## config.mk

```make
export PLATFORM = sky130hd
export DESIGN_NAME = spi_byte_slave
export DESIGN_NICKNAME = d
export VERILOG_FILES = /design/src/rtl/spi_pkg.sv /design/src/rtl/pin_sync_edge.sv /design/src/rtl/spi_byte_slave.sv
export SDC_FILE = /design/constraint.sdc
export NUM_CORES = 1
export LEC_CHECK = 0
export ABC_AREA = 1
export CORE_MARGIN = 2
export CORE_UTILIZATION = 47
export DETAILED_ROUTE_END_ITERATION = 7
export GPL_TIMING_DRIVEN = 1
export PLACE_DENSITY = 0.79
export SKIP_LAST_GASP = 1
export SYNTH_ARGS = -nofsm -noshare
export SYNTH_HDL_FRONTEND = slang
export SYNTH_SLANG_ARGS = --single-unit
```

## constraint.sdc

```tcl
create_clock -name clk -period 1.26 [get_ports clk]
set_input_delay 0.189 -clock clk [delete_from_list [all_inputs] [get_ports clk]]
set_output_delay 0.189 -clock clk [all_outputs]
set_load 0.03 [all_outputs]
```

## src/rtl/spi_pkg.sv

```systemverilog
// Shared SPI definitions: word width, slave FSM states and the command-byte field layout
// decoded by the downstream command state machine.
package spi_pkg;

    localparam int SPI_WORD_WIDTH = 8;

    typedef enum logic {
        SPI_STATE_IDLE   = 1'b0,
        SPI_STATE_ACTIVE = 1'b1
    } spi_state_e;

    localparam int SPI_CMD_CH_LSB       = 0;
    localparam int SPI_CMD_CH_MSB       = 3;
    localparam int SPI_CMD_SEL_DUTY_BIT = 4;
    localparam int SPI_CMD_WRITE_BIT    = 5;

    typedef struct packed {
        logic [1:0] rsvd;
        logic       write;
        logic       sel_duty;
        logic [3:0] ch;
    } spi_cmd_t;

    function automatic spi_cmd_t spi_decode_cmd(input logic [SPI_WORD_WIDTH-1:0] cmd_byte);
        spi_cmd_t cmd;
        cmd.rsvd     = cmd_byte[7:6];
        cmd.write    = cmd_byte[SPI_CMD_WRITE_BIT];
        cmd.sel_duty = cmd_byte[SPI_CMD_SEL_DUTY_BIT];
        cmd.ch       = cmd_byte[SPI_CMD_CH_MSB:SPI_CMD_CH_LSB];
        return cmd;
    endfunction

endpackage

```

## src/rtl/pin_sync_edge.sv

```systemverilog
// Multi-flop synchronizer for an asynchronous pin followed by an edge-detect flop; the level
// and both edge strobes are registered so they line up in the same cycle.
module pin_sync_edge #(
    parameter int STAGES = 2
) (
    input  logic clk,
    input  logic rst,
    input  logic pin,
    output logic q,
    output logic rise,
    output logic fall
);

    logic [STAGES-1:0] sync_q, sync_d;
    logic              lvl_q, lvl_d;
    logic              rise_q, rise_d;
    logic              fall_q, fall_d;

    // next-state: shift the pin in, then compare the synchronized level to its last value
    always_comb begin
        sync_d = {sync_q[STAGES-2:0], pin};
        lvl_d  = sync_q[STAGES-1];
        rise_d = sync_q[STAGES-1] & ~lvl_q;
        fall_d = ~sync_q[STAGES-1] & lvl_q;
    end

    // state registers with synchronous reset
    always_ff @(posedge clk) begin
        if (rst) begin
            sync_q <= '0;
            lvl_q  <= 1'b0;
            rise_q <= 1'b0;
            fall_q <= 1'b0;
        end else begin
            sync_q <= sync_d;
            lvl_q  <= lvl_d;
            rise_q <= rise_d;
            fall_q <= fall_d;
        end
    end

    assign q    = lvl_q;
    assign rise = rise_q;
    assign fall = fall_q;

endmodule

```

## src/rtl/spi_byte_slave.sv

```systemverilog
// SPI mode-0 MSB-first byte slave: oversampled pins, receive word strobe and transmit shifter
// fed by the command state machine.
module spi_byte_slave
    import spi_pkg::*;
#(
    parameter int WIDTH       = SPI_WORD_WIDTH,
    parameter int SYNC_STAGES = 2
) (
    input  logic             clk,
    input  logic             rst,
    input  logic             sclk,
    input  logic             ss,
    input  logic             mosi,
    output logic             miso,
    output logic             rx_byte_available,
    output logic [WIDTH-1:0] rx_byte,
    output logic             tx_ready_to_write,
    input  logic [WIDTH-1:0] tx_byte,
    output logic             rx_overrun
);

    localparam int CNT_W = (WIDTH > 2) ? $clog2(WIDTH) : 1;
    localparam logic [CNT_W-1:0] CNT_LAST = CNT_W'(WIDTH - 1);

    logic sclk_s, sclk_rise, sclk_fall;
    logic ss_s, ss_rise_unused, ss_fall;
    logic mosi_s, mosi_rise_unused, mosi_fall_unused;
    logic sclk_s_unused;

    pin_sync_edge #(.STAGES(SYNC_STAGES)) u_sync_sclk (
        .clk(clk), .rst(rst), .pin(sclk), .q(sclk_s), .rise(sclk_rise), .fall(sclk_fall)
    );

    pin_sync_edge #(.STAGES(SYNC_STAGES)) u_sync_ss (
        .clk(clk), .rst(rst), .pin(ss), .q(ss_s), .rise(ss_rise_unused), .fall(ss_fall)
    );

    pin_sync_edge #(.STAGES(SYNC_STAGES)) u_sync_mosi (
        .clk(clk), .rst(rst), .pin(mosi), .q(mosi_s), .rise(mosi_rise_unused),
        .fall(mosi_fall_unused)
    );

    assign sclk_s_unused = sclk_s;

    spi_state_e       state_q, state_d;
    logic [CNT_W-1:0] bit_cnt_q, bit_cnt_d;
    logic [WIDTH-1:0] rx_shift_q, rx_shift_d;
    logic [WIDTH-1:0] tx_shift_q, tx_shift_d;
    logic [WIDTH-1:0] rx_byte_q, rx_byte_d;
    logic             rx_avail_q, rx_avail_d;
    logic             tx_ready_q, tx_ready_d;
    logic             miso_q, miso_d;
    logic             rx_overrun_q, rx_overrun_d;
    logic [WIDTH-1:0] rx_assembled_s;

    assign rx_assembled_s = {rx_shift_q[WIDTH-2:0], mosi_s};

    // FSM next-state: ss deassertion has priority over any clock edge seen in the same cycle
    always_comb begin
        state_d      = state_q;
        bit_cnt_d    = bit_cnt_q;
        rx_shift_d   = rx_shift_q;
        tx_shift_d   = tx_shift_q;
        rx_byte_d    = rx_byte_q;
        rx_avail_d   = 1'b0;
        tx_ready_d   = 1'b0;
        miso_d       = miso_q;
        rx_overrun_d = rx_overrun_q;
        case (state_q)
            SPI_STATE_IDLE: begin
                miso_d = 1'b0;
                if (ss_fall) begin
                    state_d    = SPI_STATE_ACTIVE;
                    tx_shift_d = tx_byte;
                    bit_cnt_d  = '0;
                    miso_d     = tx_byte[WIDTH-1];
                end else begin
                    state_d = SPI_STATE_IDLE;
                end
            end
            SPI_STATE_ACTIVE: begin
                if (ss_s) begin
                    // a partial word is dropped and flagged; a boundary exit is a clean end
                    state_d   = SPI_STATE_IDLE;
                    miso_d    = 1'b0;
                    bit_cnt_d = '0;
                    if (bit_cnt_q != '0) begin
                        rx_overrun_d = 1'b1;
                    end else begin
                        rx_overrun_d = rx_overrun_q;
                    end
                end else if (sclk_rise) begin
                    rx_shift_d = rx_assembled_s;
                    if (bit_cnt_q == CNT_LAST) begin
                        rx_byte_d  = rx_assembled_s;
                        rx_avail_d = 1'b1;
                        tx_ready_d = 1'b1;
                        bit_cnt_d  = '0;
                    end else begin
                        bit_cnt_d = bit_cnt_q + CNT_W'(1);
                    end
                end else if (sclk_fall) begin
                    // the fall after a completed word loads the next tx word
                    if (bit_cnt_q == '0) begin
                        tx_shift_d = tx_byte;
                        miso_d     = tx_byte[WIDTH-1];
                    end else begin
                        tx_shift_d = {tx_shift_q[WIDTH-2:0], 1'b0};
                        miso_d     = tx_shift_q[WIDTH-2];
                    end
                end else begin
                    state_d = SPI_STATE_ACTIVE;
                end
            end
            default: begin
                state_d   = SPI_STATE_IDLE;
                miso_d    = 1'b0;
                bit_cnt_d = '0;
            end
        endcase
    end

    // FSM and datapath registers with synchronous reset
    always_ff @(posedge clk) begin
        if (rst) begin
            state_q      <= SPI_STATE_IDLE;
            bit_cnt_q    <= '0;
            rx_shift_q   <= '0;
            tx_shift_q   <= '0;
            rx_byte_q    <= '0;
            rx_avail_q   <= 1'b0;
            tx_ready_q   <= 1'b0;
            miso_q       <= 1'b0;
            rx_overrun_q <= 1'b0;
        end else begin
            state_q      <= state_d;
            bit_cnt_q    <= bit_cnt_d;
            rx_shift_q   <= rx_shift_d;
            tx_shift_q   <= tx_shift_d;
            rx_byte_q    <= rx_byte_d;
            rx_avail_q   <= rx_avail_d;
            tx_ready_q   <= tx_ready_d;
            miso_q       <= miso_d;
            rx_overrun_q <= rx_overrun_d;
        end
    end

    assign miso              = miso_q;
    assign rx_byte_available = rx_avail_q;
    assign rx_byte           = rx_byte_q;
    assign tx_ready_to_write = tx_ready_q;
    assign rx_overrun        = rx_overrun_q;

endmodule

```

==> summary.md <==
| Metric | Value |
|---|---|
| Drt total wl | `3280 um` |
| CTS Buf Count | `5` |
| #FFs+latches synth | `41` |
| Worst Path Required | `1510 ps` |
| Slowest CP cell | `dfxtp_2` |
| Crit-path max FO | `6` |
| Clock root cell | `clkbuf_4` |
| GP Congestion | `0.782` |
| Maxcap violations | `0` |
| Vias in the first global route | `1249` |
| Nets@finish | `282` |
| EDFF count, synth | `0` |
| Synth top area cells | `dfxtp_1, nor2_1, nand2_1, nand3_1, inv_1` |
| H-tree Lvls | `2` |
| Max Clk Rate | `765 MHz` |
| Vias per inst | `4.64` |
| Antenna diodes | `0` |
| Area share of the largest cell type after synthesis | `50.3%` |
| Failing checks | `negative setup slack` |
| Hold Path Class | `input port to register` |
| GRT Util Overall | `17.5%` |
| Reg2Reg Setup Slack | `-50 ps` |
| Worst path cell trace | `ha_4 -> ha_4 -> nand2_4 -> nor2_4 -> buf_4 -> inv_4 -> nor2_1 -> nor2_1` |
| Post-DP HPWL | `2170 um` |
| GR Overflow Total | `0` |
| Design Area, Final | `2150 um2` |
| Residual DRC | `0` |
| Core ar. | `3340 um2` |
| Pre-CTS WS | `-79.7 ps` |
| Setup Skew | `9.34 ps` |
| Actual slew at the worst max-slew pin | `328 ps` |
| Area Overhead vs Synth | `32.0%` |
| Clock sinks | `41` |
| Num ports | `25` |
| Global-route wire length before repair | `5400 um` |
| CP bufs+invs | `2` |
| Main flop type after synthesis | `dfxtp_1` |
| Pins over their slew limit | `0` |
| Pin count of the biggest net entering global routing | `23` |
| Cell leakage power | `0.997 nW` |
| Synthesized net count | `240` |
| Endpoints failing hold | `0` |
| Worst-Skew Late Latency | `350 ps` |
| Asr flop ratio synth | `0%` |
| Avg WL per Cell | `10.5 um` |
| Clock tree buffer depth | `2` |
| Commonest cells post-synth | `nor2_1, nand2_1, dfxtp_1` |
| Outcome | `finished, violations left` |
| CTS tree | `yes` |
| Die Area | `3960 um2` |
| CP endpoint kind | `register` |
| Proportion of layout cells with a drive suffix above 1 | `23.0%` |
| Initial antenna violation count | `0` |
| Final total power | `2.07 mW` |
| Buffers on Ports | `24` |
| Power per cell area | `962 nW/um2` |
| FP Rows | `21` |
| Count leader, synth | `nor2_1` |
| Drt first pass iters | `4` |
| Post-Synthesis Cells | `224` |
| Post-Syn Area | `1630 um2` |
| Critical path arrival | `1560 ps` |
| Synth area leader | `dfxtp_1` |
| VDD IR max | `0.000619 V` |
| Final setup margin | `-47.2 ps` |
| Synthesized area per cell | `7.28 um2` |
| WS Path Type | `register to register` |
| Yosys cell types | `21` |
| Initial core utilization | `48.9%` |
| Clock-pin slew on the worst setup and hold paths | `100 ps` |
| Die X | `62.9 um` |
| Dpl cell area | `1980 um2` |
| Final TNS setup | `-150 ps` |
| Fin crit share | `104%` |
| RSZ-0062 raised after global routing | `true` |
| Sequential fraction of the synthesis area | `50.3%` |
| Final std cells w/o fill | `311` |
| Die Ht | `62.9 um` |
| Final setup viols | `5` |
| Rel. slew slack | `78.1%` |
| Syn. warnings | `0` |
| CP startpoint kind | `register` |
| Placed Cells incl. Taps | `297` |
| DR vias | `1444` |
| Routed Antenna Nets | `0` |
| Iter 0 DRT Violations | `111` |
| Crit-path leading delay family | `flip-flops` |
| Period minus WS final | `1310 ps` |
| CP max stage delay | `380 ps` |
final cells by class:
cell class,instances,area [um2]
Fill cell,316,1180
Sequential cell,41,826
Multi-Input combinational cell,150,749
Timing Repair Buffer,40,364
Inverter,27,106
Tap cell,46,57.6
Clock buffer,5,37.5
Timing Repair inverter,1,6.26
Clock inverter,1,5.00
placed cells by master (no fill, tap or decap), types with 3 or more instances in the layout:
cell,count
nor2_1,51
nand2_1,45
dfxtp_1,37
inv_1,21
nand3_1,17
buf_4,13
clkdlybuf4s50_1,12
o21ai_0,10
a21oi_1,7
clkdlybuf4s15_2,7
inv_2,5
clkbuf_4,5
dfxtp_2,4
nand3_2,3
nand2_4,3
nor2_4,3
ha_4,3
clkbuf_2,3
metrics by stage:
| step | hold slack [ps] | util (%) |
|---|---|---|
| after floorplan | 296 | - |
| after CTS | 344 | 61.2 |
| after global routing | 328 | 64.5 |
| final | 353 | 64.5 |
| after detailed placement | 399 | 59.3 |
| after global placement | 390 | 59.3 |
what timing repair did:
item / 4_1_cts / 5_1_grt
resized for setup: 37 / 28
hold buffers: 0 / 0
cloned: 0 / 1
pin swaps: 1 / 8
endpoints found under the setup margin: 29 / 32
setup buffers: 0 / 7
hold endpoints to repair: 0 / 0
registers in the layout, summed over array words and instances, names as in the netlist, 2 cells and up:
signal and cells:
rx_shift_q 7, bit_cnt_q 3, rx_byte 8, u_sync_ss.sync_q 2
tx_shift_q 7, u_sync_mosi.sync_q 2, u_sync_sclk.sync_q 2
tightest hold or removal path, cell delays in order:
cell	delay, ps
clkdlybuf4s50_1	390
inv_1	50
nor2_1	30
power by group:
group / switching (mW) / internal, mW / total (mW)
logic: 0.0745 / 0.0809 / 0.155
clock network: 0.391 / 0.194 / 0.585
registers: 0.0124 / 1.32 / 1.33
total: 0.478 / 1.59 / 2.07
path summary, 6_finish.rpt:
check,from,to,cells after the start
min,ss,u_sync_ss.sync_q[0],3
max,bit_cnt_q[1],rx_byte[7],8
min reg2reg,u_sync_sclk.sync_q[0],u_sync_sclk.sync_q[1],2
max reg2reg,bit_cnt_q[1],rx_byte[7],8
logic make-up after synthesis:
kind of cell / share of synthesized area, %
buf+inv: 8.13
compound gates: 5.91
fa+ha+maj: 2.30
flops: 50.3
simple gates: 33.3
routing by layer:
metal	track usage (%)	wire length (um)	up-vias
li1	-	-	770
met1	21.8	1590	644
met2	26.3	1500	26
met3	5.05	140	4
met4	10.8	46	0
met5	0	0	-
Power figures use the tool's default switching activity.
